## src/rtl/timer_pkg.sv

```systemverilog
// Shared definitions for the timer scheduler: FSM state encoding and
// default sizing parameters.
package timer_pkg;

  localparam int DEF_NUM_REQ    = 4;
  localparam int DEF_DATA_WIDTH = 13;
  localparam int DEF_IDX_WIDTH  = 2;

  // 2-bit state encoding; 2'b11 is unused and recovers to ST_IDLE.
  typedef enum logic [1:0] {
    ST_IDLE  = 2'b00,
    ST_COUNT = 2'b01,
    ST_DONE  = 2'b10
  } state_e;

endpackage

```

## src/rtl/rr_arbiter.sv

```systemverilog
// Combinational round-robin arbiter: picks the first set request bit found
// scanning upward from ptr, wrapping modulo NUM_REQ.
module rr_arbiter
  import timer_pkg::*;
#(
  parameter int NUM_REQ   = DEF_NUM_REQ,
  parameter int IDX_WIDTH = DEF_IDX_WIDTH
) (
  input  logic [NUM_REQ-1:0]   req,
  input  logic [IDX_WIDTH-1:0] ptr,
  output logic                 valid,
  output logic [IDX_WIDTH-1:0] idx
);

  // Scan from the farthest position back toward ptr so the nearest set bit
  // is the last one written and therefore wins.
  always_comb begin
    int pos;
    logic [IDX_WIDTH-1:0] sel;
    valid = 1'b0;
    idx   = '0;
    pos   = 0;
    sel   = '0;
    for (int k = NUM_REQ - 1; k >= 0; k--) begin
      pos = int'(ptr) + k;
      if (pos >= NUM_REQ) begin
        pos = pos - NUM_REQ;
      end
      sel = IDX_WIDTH'(pos);
      if (req[sel]) begin
        valid = 1'b1;
        idx   = sel;
      end
    end
  end

endmodule

```

## src/rtl/timer_scheduler.sv

```systemverilog
// One shared down-counter serving NUM_REQ requesters round-robin. The
// winner's delay is latched at accept, counted down to zero, and the
// requester then gets a single-cycle done pulse. Dropping the request
// while counting aborts the service without a done pulse.
module timer_scheduler
  import timer_pkg::*;
#(
  parameter int NUM_REQ    = DEF_NUM_REQ,
  parameter int DATA_WIDTH = DEF_DATA_WIDTH,
  parameter int IDX_WIDTH  = DEF_IDX_WIDTH
) (
  input  logic                          clock_in,
  input  logic                          reset_in,
  input  logic [NUM_REQ-1:0]            req_in,
  input  logic [NUM_REQ*DATA_WIDTH-1:0] delay_in,
  output logic [NUM_REQ-1:0]            grant_out,
  output logic [NUM_REQ-1:0]            done_out,
  output logic                          busy_out
);

  state_e                state_q, state_d;
  logic [DATA_WIDTH-1:0] counter_q, counter_d;
  logic [IDX_WIDTH-1:0]  owner_q, owner_d;
  logic [IDX_WIDTH-1:0]  ptr_q, ptr_d;

  logic                  arb_valid;
  logic [IDX_WIDTH-1:0]  arb_idx;
  logic [IDX_WIDTH-1:0]  next_ptr;

  rr_arbiter #(
    .NUM_REQ   (NUM_REQ),
    .IDX_WIDTH (IDX_WIDTH)
  ) u_arb (
    .req   (req_in),
    .ptr   (ptr_q),
    .valid (arb_valid),
    .idx   (arb_idx)
  );

  // After a service (completed or aborted) the owner drops to lowest priority.
  assign next_ptr = (owner_q == IDX_WIDTH'(NUM_REQ - 1)) ? '0
                                                         : owner_q + IDX_WIDTH'(1);

  // State, counter, owner and pointer registers; async reset drops the grant at once.
  always_ff @(posedge clock_in or posedge reset_in) begin
    if (reset_in) begin
      state_q   <= ST_IDLE;
      counter_q <= '0;
      owner_q   <= '0;
      ptr_q     <= '0;
    end else begin
      state_q   <= state_d;
      counter_q <= counter_d;
      owner_q   <= owner_d;
      ptr_q     <= ptr_d;
    end
  end

  // Next-state logic: accept in IDLE, count or abort in COUNT, advance pointer in DONE.
  always_comb begin
    state_d   = state_q;
    counter_d = counter_q;
    owner_d   = owner_q;
    ptr_d     = ptr_q;
    case (state_q)
      ST_IDLE: begin
        if (arb_valid) begin
          owner_d   = arb_idx;
          counter_d = delay_in[int'(arb_idx)*DATA_WIDTH +: DATA_WIDTH];
          state_d   = ST_COUNT;
        end
      end
      ST_COUNT: begin
        // Abort wins over reaching zero.
        if (!req_in[owner_q]) begin
          state_d = ST_IDLE;
          ptr_d   = next_ptr;
        end else if (counter_q == '0) begin
          state_d = ST_DONE;
        end else begin
          counter_d = counter_q - DATA_WIDTH'(1);
        end
      end
      ST_DONE: begin
        ptr_d   = next_ptr;
        state_d = ST_IDLE;
      end
      default: begin
        state_d = ST_IDLE;
      end
    endcase
  end

  assign busy_out = (state_q != ST_IDLE);

  // Per-requester grant/done decode straight from the state register.
  for (genvar gi = 0; gi < NUM_REQ; gi++) begin : g_decode
    assign grant_out[gi] = busy_out && (owner_q == IDX_WIDTH'(gi));
    assign done_out[gi]  = (state_q == ST_DONE) && (owner_q == IDX_WIDTH'(gi));
  end

endmodule

```

## config.mk

```make
export PLATFORM = sky130hd
export DESIGN_NAME = timer_scheduler
export DESIGN_NICKNAME = d
export VERILOG_FILES = /design/src/rtl/timer_pkg.sv /design/src/rtl/rr_arbiter.sv /design/src/rtl/timer_scheduler.sv
export SDC_FILE = /design/constraint.sdc
export NUM_CORES = 1
export LEC_CHECK = 0
export CAP_MARGIN = 25
export CELL_PAD_IN_SITES_DETAIL_PLACEMENT = 0
export CELL_PAD_IN_SITES_GLOBAL_PLACEMENT = 1
export CORE_ASPECT_RATIO = 1.75
export CORE_MARGIN = 2
export CORE_UTILIZATION = 35
export DETAILED_ROUTE_END_ITERATION = 10
export GPL_ROUTABILITY_DRIVEN = 1
export PLACE_DENSITY_LB_ADDON = 0.3
export SYNTH_ARGS = -nofsm -noshare
export SYNTH_HDL_FRONTEND = slang
export SYNTH_HIERARCHICAL = 1
export SYNTH_SLANG_ARGS = --single-unit
```

## constraint.sdc

```tcl
create_clock -name clock_in -period 6.2 [get_ports clock_in]
set_input_delay 0.62 -clock clock_in [delete_from_list [all_inputs] [get_ports clock_in]]
set_output_delay 0.62 -clock clock_in [all_outputs]
set_load 0.03 [all_outputs]
```

* After elaboration in Yosys (flattened, before gate mapping) *
Index checks and enable logic that the tools add are counted.

operators by class
  $add $sub $neg = 9
  $mul = 1
  order comparisons = 9
  equality and inequality tests = 10
  shifts and indexed selects = 1
  multiplexer cells = 33
  reduce and logical (&&, ||, !) cells = 18

operators with widths
  operator               count
  $shiftx 52x7->13       1
  $mux 13                3
  $mux 2                 13
  $pmux 13 s2            1
  $lt 2x3->1 const B     5
  $logic_not 13->1       1
  $sub 13x1->13 const B  1
  $bmux 1 s2             5
  $ge 3x3->1 const B     3
  $mux 1                 9
  $logic_and 1x1->1      8
  $ne 2x2->1 const B     4
  $pmux 2 s2             2
  $sub 2x1->2 const B    4
  $add 2x2->3 const B    2
  $eq 2x2->1 const B     3
  $mul 2x4->6 const B    1
  $reduce_and 2->1       3
  $reduce_bool 2->1      3
  $eq 2x1->1 const B     2
  $logic_not 2->1        2
  $reduce_and 4->1       1
  $add 2x1->3 const B    1
  $ge 2x3->1 const B     1
  other kinds (2)        2

word-level totals
  register bits after elaboration = 19
  input port bits = 58
  output and inout port bits = 9
  logic and storage cells = 85

* Depth between registers and ports, before layout *
  depth in word-level cells = 13
  depth in mapped cells = 9

* Hierarchy *
Netlist, hierarchy kept.

by module, submodules not included
  module           instances  cells each  area each (sq um)
  timer_scheduler  1          166         1,626.6
  rr_arbiter       1          13          77.6

* Worst setup path after synthesis *
OpenSTA, ideal clock, no wires.

  path type = input port to flip-flop
  from = input req_in[3]
  to = register counter_q[0]
  library setup time = 0.126 ns
  arrival = 2.308 ns
  data required time = 6.074 ns
  slack = 3.766 ns
  cell stages on the path = 6
  buffers on the path = 2
  cell sequence = mux2i_1 > a211oi_2 > clkbuf_1 > buf_2 > mux4_2 > a221o_1

on the way
  word-level cells in the longest chain between the ends = 10
  elaborated cells between the ends (all ways) = 25
  classes of those cells = 1 x mul; 2 x eq/ne; 1 x shift; 20 x mux; 1 x reduce/logical

ends and longest elaborated chain
  item                          line                   RTL
  from (decl)                   timer_scheduler.sv:14  input logic [NUM_REQ-1:0] req_in,
  $bmux 1 s2                    rr_arbiter.sv:30       if (req[sel]) begin
  $mux 1 (not written as such)  rr_arbiter.sv:30
  $mux 2 (3 in a row)           rr_arbiter.sv:30
  $mux 2 *                      rr_arbiter.sv:30
  via arb_idx[0]                timer_scheduler.sv:27  logic [IDX_WIDTH-1:0] arb_idx;
  $mul 2x4->6 *                 timer_scheduler.sv:69  counter_d = delay_in[int'(arb_idx)*DATA_WIDTH +: DATA_WIDTH];
  $shiftx 52x7->13 *            timer_scheduler.sv:69
  $mux 13 *                     timer_scheduler.sv:67  if (arb_valid) begin
  $pmux 13 s2 *                 timer_scheduler.sv:65  case (state_q)
  to (signal assigned)          timer_scheduler.sv:53  counter_q <= counter_d;
  to (decl)                     timer_scheduler.sv:22  logic [DATA_WIDTH-1:0] counter_q, counter_d;

The timed path passes the listed nets; every way through them passes the cells marked *. The select of a mux whose other input is x is not followed.
A chain may end at the register's enable or synchronous reset.

* Worst setup path after layout *
  from = input req_in[3]
  to = register counter_q[11]

The elaborated chain is that of the path after synthesis.

==> flow_summary.ini <==
[timing]
min_period_ns = 2.828
worst_pin_slew_ns = 0.8028
finalSetupViolations = 0
fin_tns_setup_ns = 0
rsz0062_at_grt = false
period_share = 0.4562
max_freq_ghz = 0.3535
relSlewSlack = 0.4642
skew_ns = 0.006769
whs_ns = 0.5500
drv_slew = 0
final_hold_viol_count = 0

[cts]
cts-resized-gates = 0
path_clk_slew_ns = 0.08
clock-sinks = 19
ctsHoldBuffers = 0
cts_buffers = 3
cts_root_buf = clkbuf_8
clk_latency_ns = 0.26
postCtsSetupBuffers = 0
cts_buffer_depth = 2
cts_tree = built
htreeDepth = 1

[route]
drtAntennaViolNets = 0
drt_iter0_drc = 36
routed_wl_mm = 4.937
routedWlPerCell_microns = 16.79
firstDrtPassIters = 4
vias = 1657
viasPerCell = 5.636
drc_errors = 0

[setup_path]
end_kind = register
startpoint = req_in[3]
crit_slowest_cell = a211oi_4
max_stage_delay_ns = 0.59
critPathLaunchType = input pin
path_cells = clkdlybuf4s50_1, mux2i_1, a211oi_4, buf_8, mux4_2, nand2_1, o41a_1, o22ai_1
reg2reg_from = counter_q[0]
path_class = in2reg
required_ns = 6.33
cp_top_family = compound AO/OA/AOI/OAI gates
worst-path-max-fanout = 8
worstPathArrival_ns = 2.96
crit_buf_inv = 2

[global_route]
grt_max_degree = 20
antenna_found_initial = 0
gr-total-overflow = 0
grt_usage = 0.1897
grt_pass1_vias = 1768
grt_pass1_wl_mm = 8.190

[final_layout]
drive_gt1_frac = 0.1157
nNetsFinal = 311
area_growth_pct = 45.15
layout_commonest_cell = clkdlybuf4s50_1
final_cell_mix = clkdlybuf4s50_1 (66), nand2_1 (20), dfrtp_1 (19)
final_area_sq_um = 2474
fin_util = 0.5255
diodes = 0

[synth]
synth.distinct_cells = 38
netlist_area_sq_um = 1704
ys_ff_latch = 19
avgSynthCellArea_sq_um = 9.520
yosysSeqAreaShare = 0.2790
netlist_instances = 179
yosysWarningCount = 6
synth_nets = 247

[min_path]
hold_path.class = reg2reg
hp-start = counter_q[10]

[placement]
port_buffers = 66
dp_hpwl_mm = 3.892
gp_congestion = 0.7879
dpl_cell_area_sq_um = 2429

[floorplanning]
start_util = 0.3620
ios = 67
die_w_microns = 56.75
dieArea_sq_um = 5465
dieHeight_microns = 96.31
core_area_sq_um = 4707
std_cell_rows = 33

[status]
run_status = finished clean

[power]
power.total_mw = 1.007
ir_drop_mv = 0.2270
p_leak_nw = 0.9657
p_per_area_nw_per_um2 = 407.0

[job]
drv_cap = 0
==> sequential cells by signal, indices dropped and copies added (netlist names) <==
signal / count
owner_q: 2
ptr_q: 2
state_q: 2
counter_q: 13
==> synth_stat cells <==
cell type / count / share of area
clkbuf_1: 7 / 0.015
inv_1: 10 / 0.022
a21oi_1: 6 / 0.018
or4b_2: 1 / 0.0059
or4_1: 3 / 0.013
a211oi_1: 1 / 0.0044
nand3_1: 3 / 0.0088
nand2b_1: 4 / 0.015
clkinv_1: 1 / 0.0022
mux2_2: 5 / 0.033
a211oi_2: 1 / 0.0073
o32ai_1: 1 / 0.0051
o22ai_1: 7 / 0.026
a221o_1: 1 / 0.0059
o41ai_1: 1 / 0.0051
o31a_1: 3 / 0.015
a31oi_1: 2 / 0.0073
o21ai_0: 4 / 0.012
nor2_1: 14 / 0.031
a21o_1: 1 / 0.0044
mux2i_1: 4 / 0.023
nor4b_1: 2 / 0.010
nor3b_1: 2 / 0.0088
a2bb2oi_1: 2 / 0.010
nor2b_1: 4 / 0.015
nand2_1: 20 / 0.044
nor3_1: 5 / 0.015
mux4_2: 14 / 0.19
and3_1: 1 / 0.0037
and2_1: 5 / 0.018
buf_2: 4 / 0.012
or3_1: 2 / 0.0073
ha_1: 10 / 0.073
nor4_1: 5 / 0.018
dfrtp_1: 19 / 0.28
nand4_1: 1 / 0.0037
o311ai_0: 2 / 0.010
o41a_1: 1 / 0.0066
==> stage by stage <==
stage	setup slack [ns]	std cells
after floorplan	3.766	179
after global placement	2.780	289
after detailed placement	3.050	290
after CTS	3.326	294
after global routing	3.215	294
final	3.372	294
==> worst paths after layout <==
kind,to,cells after the start,slack (ns)
setup / recovery,counter_q[11],8,3.37
hold / removal,counter_q[10],2,0.55
setup reg to reg,counter_q[12],6,3.66
hold reg to reg,counter_q[10],2,0.55
max in group asynchronous,counter_q[10],2,4.89
min in group asynchronous,state_q[0],2,0.80
==> final cells by class <==
| cell class | instances | area [sq um] |
|---|---|---|
| clock buffer | 4 | 45.04 |
| fill | 464 | 2233 |
| inverter | 11 | 41.29 |
| multi-input combinational | 138 | 1149 |
| sequential | 19 | 475.5 |
| tap | 52 | 65.06 |
| timing repair buffer | 70 | 698.2 |
==> layer usage <==
layer  vias up  wire, microns  part of all wire  GRT usage
li1        802              -                 -          -
met3         7            202             0.041    0.02823
met1       804           1848              0.37     0.2094
met2        44           2826              0.57     0.3663
met5         -              0                 0          0
met4         0             59             0.012    0.06008
==> worst register-to-register path, stage by stage, from the launching register on <==
cell and delay, ns:
dfrtp_1 0.42, inv_1 0.09, ha_1 0.25, or4b_2 0.66
or4_1 0.45, or4_1 0.41, a31oi_1 0.17
==> power by group <==
part           switching (mW)  internal (mW)  total (mW)
registers              0.0658          0.187       0.253
clock network          0.0469         0.0458      0.0928
logic                   0.347          0.314       0.661
total                   0.460          0.547        1.01
==> cell families (layout without fill, tap and decap cells) <==
group | Yosys count | after routing | synth area share
compound gates | 33 | 33 | 0.1373
buf+inv | 22 | 85 | 0.05140
flops | 19 | 19 | 0.2790
simple gates | 72 | 72 | 0.2173
mux | 23 | 23 | 0.2416
fa+ha+maj | 10 | 10 | 0.07342
(Power assumes the default switching activity.)
